[config.mk]
export PLATFORM = sky130hd
export DESIGN_NAME = onehot_change_mon
export DESIGN_NICKNAME = d
export VERILOG_FILES = /design/src/rtl/onehot_pkg.sv /design/src/rtl/onehot_enc.sv /design/src/rtl/onehot_change_mon.sv
export SDC_FILE = /design/constraint.sdc
export NUM_CORES = 1
export LEC_CHECK = 0
export ABC_AREA = 1
export CAP_MARGIN = 10
export CORE_MARGIN = 2
export CORE_UTILIZATION = 46
export CTS_CLUSTER_DIAMETER = 50
export DETAILED_ROUTE_END_ITERATION = 8
export PLACE_DENSITY = 0.77
export SYNTH_ARGS = -nofsm -noshare
export SYNTH_HDL_FRONTEND = slang
export SYNTH_SLANG_ARGS = --single-unit
[constraint.sdc]
create_clock -name clk -period 3.4 [get_ports clk]
set_input_delay 0.85 -clock clk [delete_from_list [all_inputs] [get_ports clk]]
set_output_delay 0.85 -clock clk [all_outputs]
set_load 0.005 [all_outputs]
[src/rtl/onehot_pkg.sv]
// Shared constants for the one-hot change monitor: word widths, the four legal
// one-hot patterns, and the saturation limit for the per-line hit counters.
package onehot_pkg;

    localparam int ONEHOT_W = 4;
    localparam int CODE_W   = 2;

    localparam logic [ONEHOT_W-1:0] OH_LINE0 = 4'b0001;
    localparam logic [ONEHOT_W-1:0] OH_LINE1 = 4'b0010;
    localparam logic [ONEHOT_W-1:0] OH_LINE2 = 4'b0100;
    localparam logic [ONEHOT_W-1:0] OH_LINE3 = 4'b1000;

    // Largest value a cw-bit hit counter may hold before it stops counting.
    function automatic int unsigned sat_max(input int unsigned cw);
        return (32'd1 << cw) - 32'd1;
    endfunction

endpackage

[src/rtl/onehot_enc.sv]
// Combinational one-hot to binary encoder. Flags words that are zero or
// multi-hot; the code is 0 for those words and must be ignored by the caller.
module onehot_enc
    import onehot_pkg::*;
(
    input  logic [ONEHOT_W-1:0] word,
    output logic [CODE_W-1:0]   code,
    output logic                is_onehot
);

    // Map each legal pattern to its line index; everything else is illegal.
    always_comb begin
        // NOTE: defaults first so every path assigns both outputs and no latch is inferred.
        code      = '0;
        is_onehot = 1'b0;
        case (word)
            OH_LINE0: begin code = 2'd0; is_onehot = 1'b1; end
            OH_LINE1: begin code = 2'd1; is_onehot = 1'b1; end
            OH_LINE2: begin code = 2'd2; is_onehot = 1'b1; end
            OH_LINE3: begin code = 2'd3; is_onehot = 1'b1; end
            default:  begin code = '0;   is_onehot = 1'b0; end
        endcase
    end

endmodule

[src/rtl/onehot_change_mon.sv]
// Observation stage for a 2-to-4 decoder: registers the one-hot word, checks
// it, re-encodes it, strobes on value changes and counts hits per line.
module onehot_change_mon
    import onehot_pkg::*;
#(
    parameter int CW = 8
) (
    input  logic                clk,
    input  logic                rst,
    input  logic                en,
    input  logic [ONEHOT_W-1:0] y_in,
    input  logic                clr_cnt,
    input  logic [1:0]          cnt_sel,
    output logic [CODE_W-1:0]   code,
    output logic                valid,
    output logic                chg,
    output logic                err,
    output logic                err_stk,
    output logic [CW-1:0]       cnt_out
);

    localparam logic [CW-1:0] CNT_MAX = CW'(sat_max(CW));

    logic [ONEHOT_W-1:0] y_q;
    logic                first;
    logic [CODE_W-1:0]   enc_code;
    logic                enc_onehot;
    logic                chg_next;
    logic                cnt_inc;
    logic [CW-1:0]       cnt [ONEHOT_W];

    onehot_enc u_enc (
        .word      (y_in),
        .code      (enc_code),
        .is_onehot (enc_onehot)
    );

    // The first sample after reset always counts as a change, even for 0000.
    assign chg_next = first | (y_in != y_q);
    assign cnt_inc  = en & chg_next & enc_onehot;

    // Sample register, change strobe and one-hot check results.
    always_ff @(posedge clk) begin
        // NOTE: non-blocking assignments so every register sees pre-edge values.
        if (rst) begin
            y_q     <= '0;
            first   <= 1'b1;
            code    <= '0;
            valid   <= 1'b0;
            chg     <= 1'b0;
            err     <= 1'b0;
            err_stk <= 1'b0;
        end else if (en) begin
            y_q   <= y_in;
            first <= 1'b0;
            chg   <= chg_next;
            if (enc_onehot) begin
                code  <= enc_code;
                valid <= 1'b1;
                err   <= 1'b0;
            end else begin
                valid   <= 1'b0;
                err     <= 1'b1;
                err_stk <= 1'b1;
            end
        end else begin
            chg <= 1'b0;
            err <= 1'b0;
        end
    end

    // Per-line saturating hit counters; clear wins over a same-edge increment.
    always_ff @(posedge clk) begin
        // NOTE: the counter array is reset explicitly; it is a handful of flops, not a RAM.
        if (rst || clr_cnt) begin
            for (int i = 0; i < ONEHOT_W; i++) cnt[i] <= '0;
        end else if (cnt_inc) begin
            for (int i = 0; i < ONEHOT_W; i++) begin
                if (enc_code == CODE_W'(i) && cnt[i] != CNT_MAX)
                    cnt[i] <= cnt[i] + 1'b1;
            end
        end
    end

    assign cnt_out = cnt[cnt_sel];

endmodule

==> impl_metrics.env <==
export IMPL_cp_end_kind="primary output"
export IMPL_syn_avg_cell_area_um2=8.746
export IMPL_grt_start_max_net_pins=18
export IMPL_cp_top_family="buffers and inverters"
export IMPL_cts_clk_slew_worst_paths_ns=0.08
export IMPL_cts_htree_levels=2
export IMPL_drc=0
export IMPL_hold_violations=0
export IMPL_gp_congestion=0.8609
export IMPL_synth_seq_cells=43
export IMPL_power_mw=1.083
export IMPL_numCtsBuffers=5
export IMPL_cts_tree="built"
export IMPL_p_leak_nw=1.110
export IMPL_die_area_um2=6143
export IMPL_final_cells=396
export IMPL_finalSetupTns_ns=-0.02253
export IMPL_syn_inst=291
export IMPL_slew_viol_final=0
export IMPL_drv_cap=0
export IMPL_status="complete, but fails checks"
export IMPL_hold_class="flip-flop to flip-flop"
export IMPL_ios=24
export IMPL_antenna_cells=0
export IMPL_drt_initial_drc_count=190
export IMPL_area_growth_pct=17.11
export IMPL_violations="setup timing"
export IMPL_die_w_um=78.38
export IMPL_dp_cells=383
export IMPL_drt_total_wl_mm=5.378
export IMPL_arrival_ns=2.57
export IMPL_ff_latch_area_um2=1181
export IMPL_layout_drive_gt1_share=0.1481
export IMPL_place_area_um2=2860
export IMPL_clkLatencyLatePin_ns=0.30
export IMPL_post_route_period_util=1.007
export IMPL_slowest_stage="clkdlybuf4s50_1"
export IMPL_rows=27
export IMPL_grt_overflow=0
export IMPL_coreArea_um2=5439
export IMPL_clock_sinks=43
export IMPL_cts_buffer_depth=2
export IMPL_fmax_mhz=292.2
export IMPL_setup_viol=1
export IMPL_vdd_drop_max_mv=0.3254
export IMPL_cp_max_fo=14
export IMPL_synth_cell_types=27
export IMPL_grt_pass1_vias=1919
export IMPL_relSlewSlack=0.7421
export IMPL_cts_hold_buf=0
export IMPL_final_nets=337
export IMPL_setup_ws_ns=-0.02253
export IMPL_synth_area_um2=2545
export IMPL_initial_core_util=0.4679
export IMPL_cp_buffers_inverters=3
export IMPL_drt_vias_per_instance=5.088
export IMPL_min_period_ns=3.423
export IMPL_fin_skew_ns=0.01329
export IMPL_clock_root_buffer="clkbuf_8"
export IMPL_wire_per_inst_um=13.58
export IMPL_postLayoutCellArea_um2=2980
export IMPL_multi_input_area_um2=1207
export IMPL_yosys_warnings=0
export IMPL_detail_route_first_pass_iterations=4
export IMPL_antenna_found_initial=0
export IMPL_antenna_left=0
export IMPL_grt_usage=0.1826
export IMPL_vias=2015
export IMPL_dp_final_hpwl_mm=3.879
export IMPL_critPathKind="input port to primary output"
export IMPL_postLayoutCoreUtil=0.5480
export IMPL_start_kind="input port"
export IMPL_path_cells="clkdlybuf4s50_1, inv_1, o21ai_0, o21ai_0, clkdlybuf4s50_1"
export IMPL_io_buffers=23
export IMPL_crit_required_ns=2.55
export IMPL_synthesis_nets=305
export IMPL_ys_seq_area_frac=0.4641
export IMPL_p_per_area_nw_per_um2=363.4
export IMPL_die_h_um=78.38
export IMPL_tightest_slew_ns=0.3856
export IMPL_cpPeakStageDelay_ns=0.57
export IMPL_nFillCells=500
export IMPL_grt_pass1_wl_mm=8.776
[cells by family after synthesis]
group | Yosys count | synth area share
flip-flops | 43 | 0.4641
buffers and inverters | 38 | 0.06145
adder cells (fa/ha/maj) | 4 | 0.01967
XOR/XNOR | 24 | 0.08260
AO/OA/AOI/OAI | 47 | 0.09489
AND/OR/NAND/NOR | 135 | 0.2773
[sequential cells by signal (all words and copies together), names as in the netlist]
register and count:
valid 1, first 1, err 1, y_q 4, err_stk 1, cnt 32, code 2, chg 1
[stage by stage]
step,hold WS [ns],setup slack (ns)
6_report,0.4666,-0.02253
5_1_grt,0.5043,-0.07989
4_1_cts,0.4783,0.02525
3_5_place_dp,0.4556,0.03593
3_3_place_gp,0.4500,0.08531
2_1_floorplan,0.4360,1.084
[metal layers]
layer	track usage	vias to the layer above	wire length, um
met1	0.2428	917	2473
met2	0.2948	64	2517
met4	0.07018	0	93
li1	-	1023	-
met5	0	-	0
met3	0.03563	11	292
[cell usage after synthesis]
cell type	n	share of area
a21oi_1	21	0.041
a21oi_2	1	0.0034
buf_2	1	0.0020
clkbuf_1	4	0.0059
clkinv_8	1	0.0064
dfxtp_1	11	0.087
edfxtp_1	32	0.38
ha_1	4	0.020
inv_1	29	0.043
inv_2	3	0.0044
nand2_1	41	0.060
nand2_2	1	0.0025
nand2_4	1	0.0044
nand3_1	14	0.028
nand3_2	1	0.0039
nand3_4	1	0.0069
nand3b_1	1	0.0030
nand4_1	3	0.0074
nand4_4	4	0.033
nor2_1	44	0.065
nor2_2	20	0.049
nor2_8	1	0.0079
nor3_1	3	0.0059
o21ai_0	23	0.045
o22ai_1	2	0.0049
xnor2_1	9	0.031
xor2_1	15	0.052
[power breakdown]
group	internal (mW)	total (mW)	leakage, nW	switching [mW]
sequential	0.589	0.615	0.449	0.0263
combinational	0.0676	0.153	0.619	0.0855
clock	0.144	0.315	0.0422	0.171
[worst paths after layout]
| path | start | endpoint | slack, ns | cells after the start |
|---|---|---|---|---|
| worst min register to register | first | first | 0.47 | 2 |
| worst max register to register | cnt[1][0] | cnt[1][4] | 1.41 | 6 |
| worst min-delay path | first | first | 0.47 | 2 |
| worst max-delay path | cnt_sel[1] | cnt_out[1] | -0.02 | 5 |
[timing repair]
action                                  in CTS  in global routing
endpoints found under the hold margin        0                  0
resized for setup                            0                  4
buffers inserted                             0                  4
endpoints found under the setup margin       0                  5
[placed cells by master, fill, tap and decap left out, types with 14 or more instances in the layout]
| cell | Yosys | final |
|---|---|---|
| nand2_1 | 41 | 41 |
| nor2_2 | 20 | 20 |
| o21ai_0 | 23 | 21 |
| nor2_1 | 44 | 44 |
| xor2_1 | 15 | 15 |
| inv_1 | 29 | 28 |
| edfxtp_1 | 32 | 32 |
| clkdlybuf4s50_1 | 0 | 22 |
| nand3_1 | 14 | 14 |
| a21oi_1 | 21 | 21 |
[layout make-up]
| class | instances | share of cell area |
|---|---|---|
| Inverter | 33 | 0.04702 |
| Timing Repair Buffer | 29 | 0.09236 |
| Tap cell | 72 | 0.03023 |
| Multi-Input combinational cell | 210 | 0.4051 |
| Clock buffer | 7 | 0.02561 |
| Timing Repair inverter | 1 | 0.001679 |
| Sequential cell | 43 | 0.3963 |
| Clock inverter | 1 | 0.001679 |
[worst min-delay path: cells and delay by family, from the launching register on]
kind	cells	cell delay [ns]
flip-flops	1	0.30
buffers and inverters	1	0.06
AO/OA/AOI/OAI	1	0.06
(Power assumes the default switching activity.)
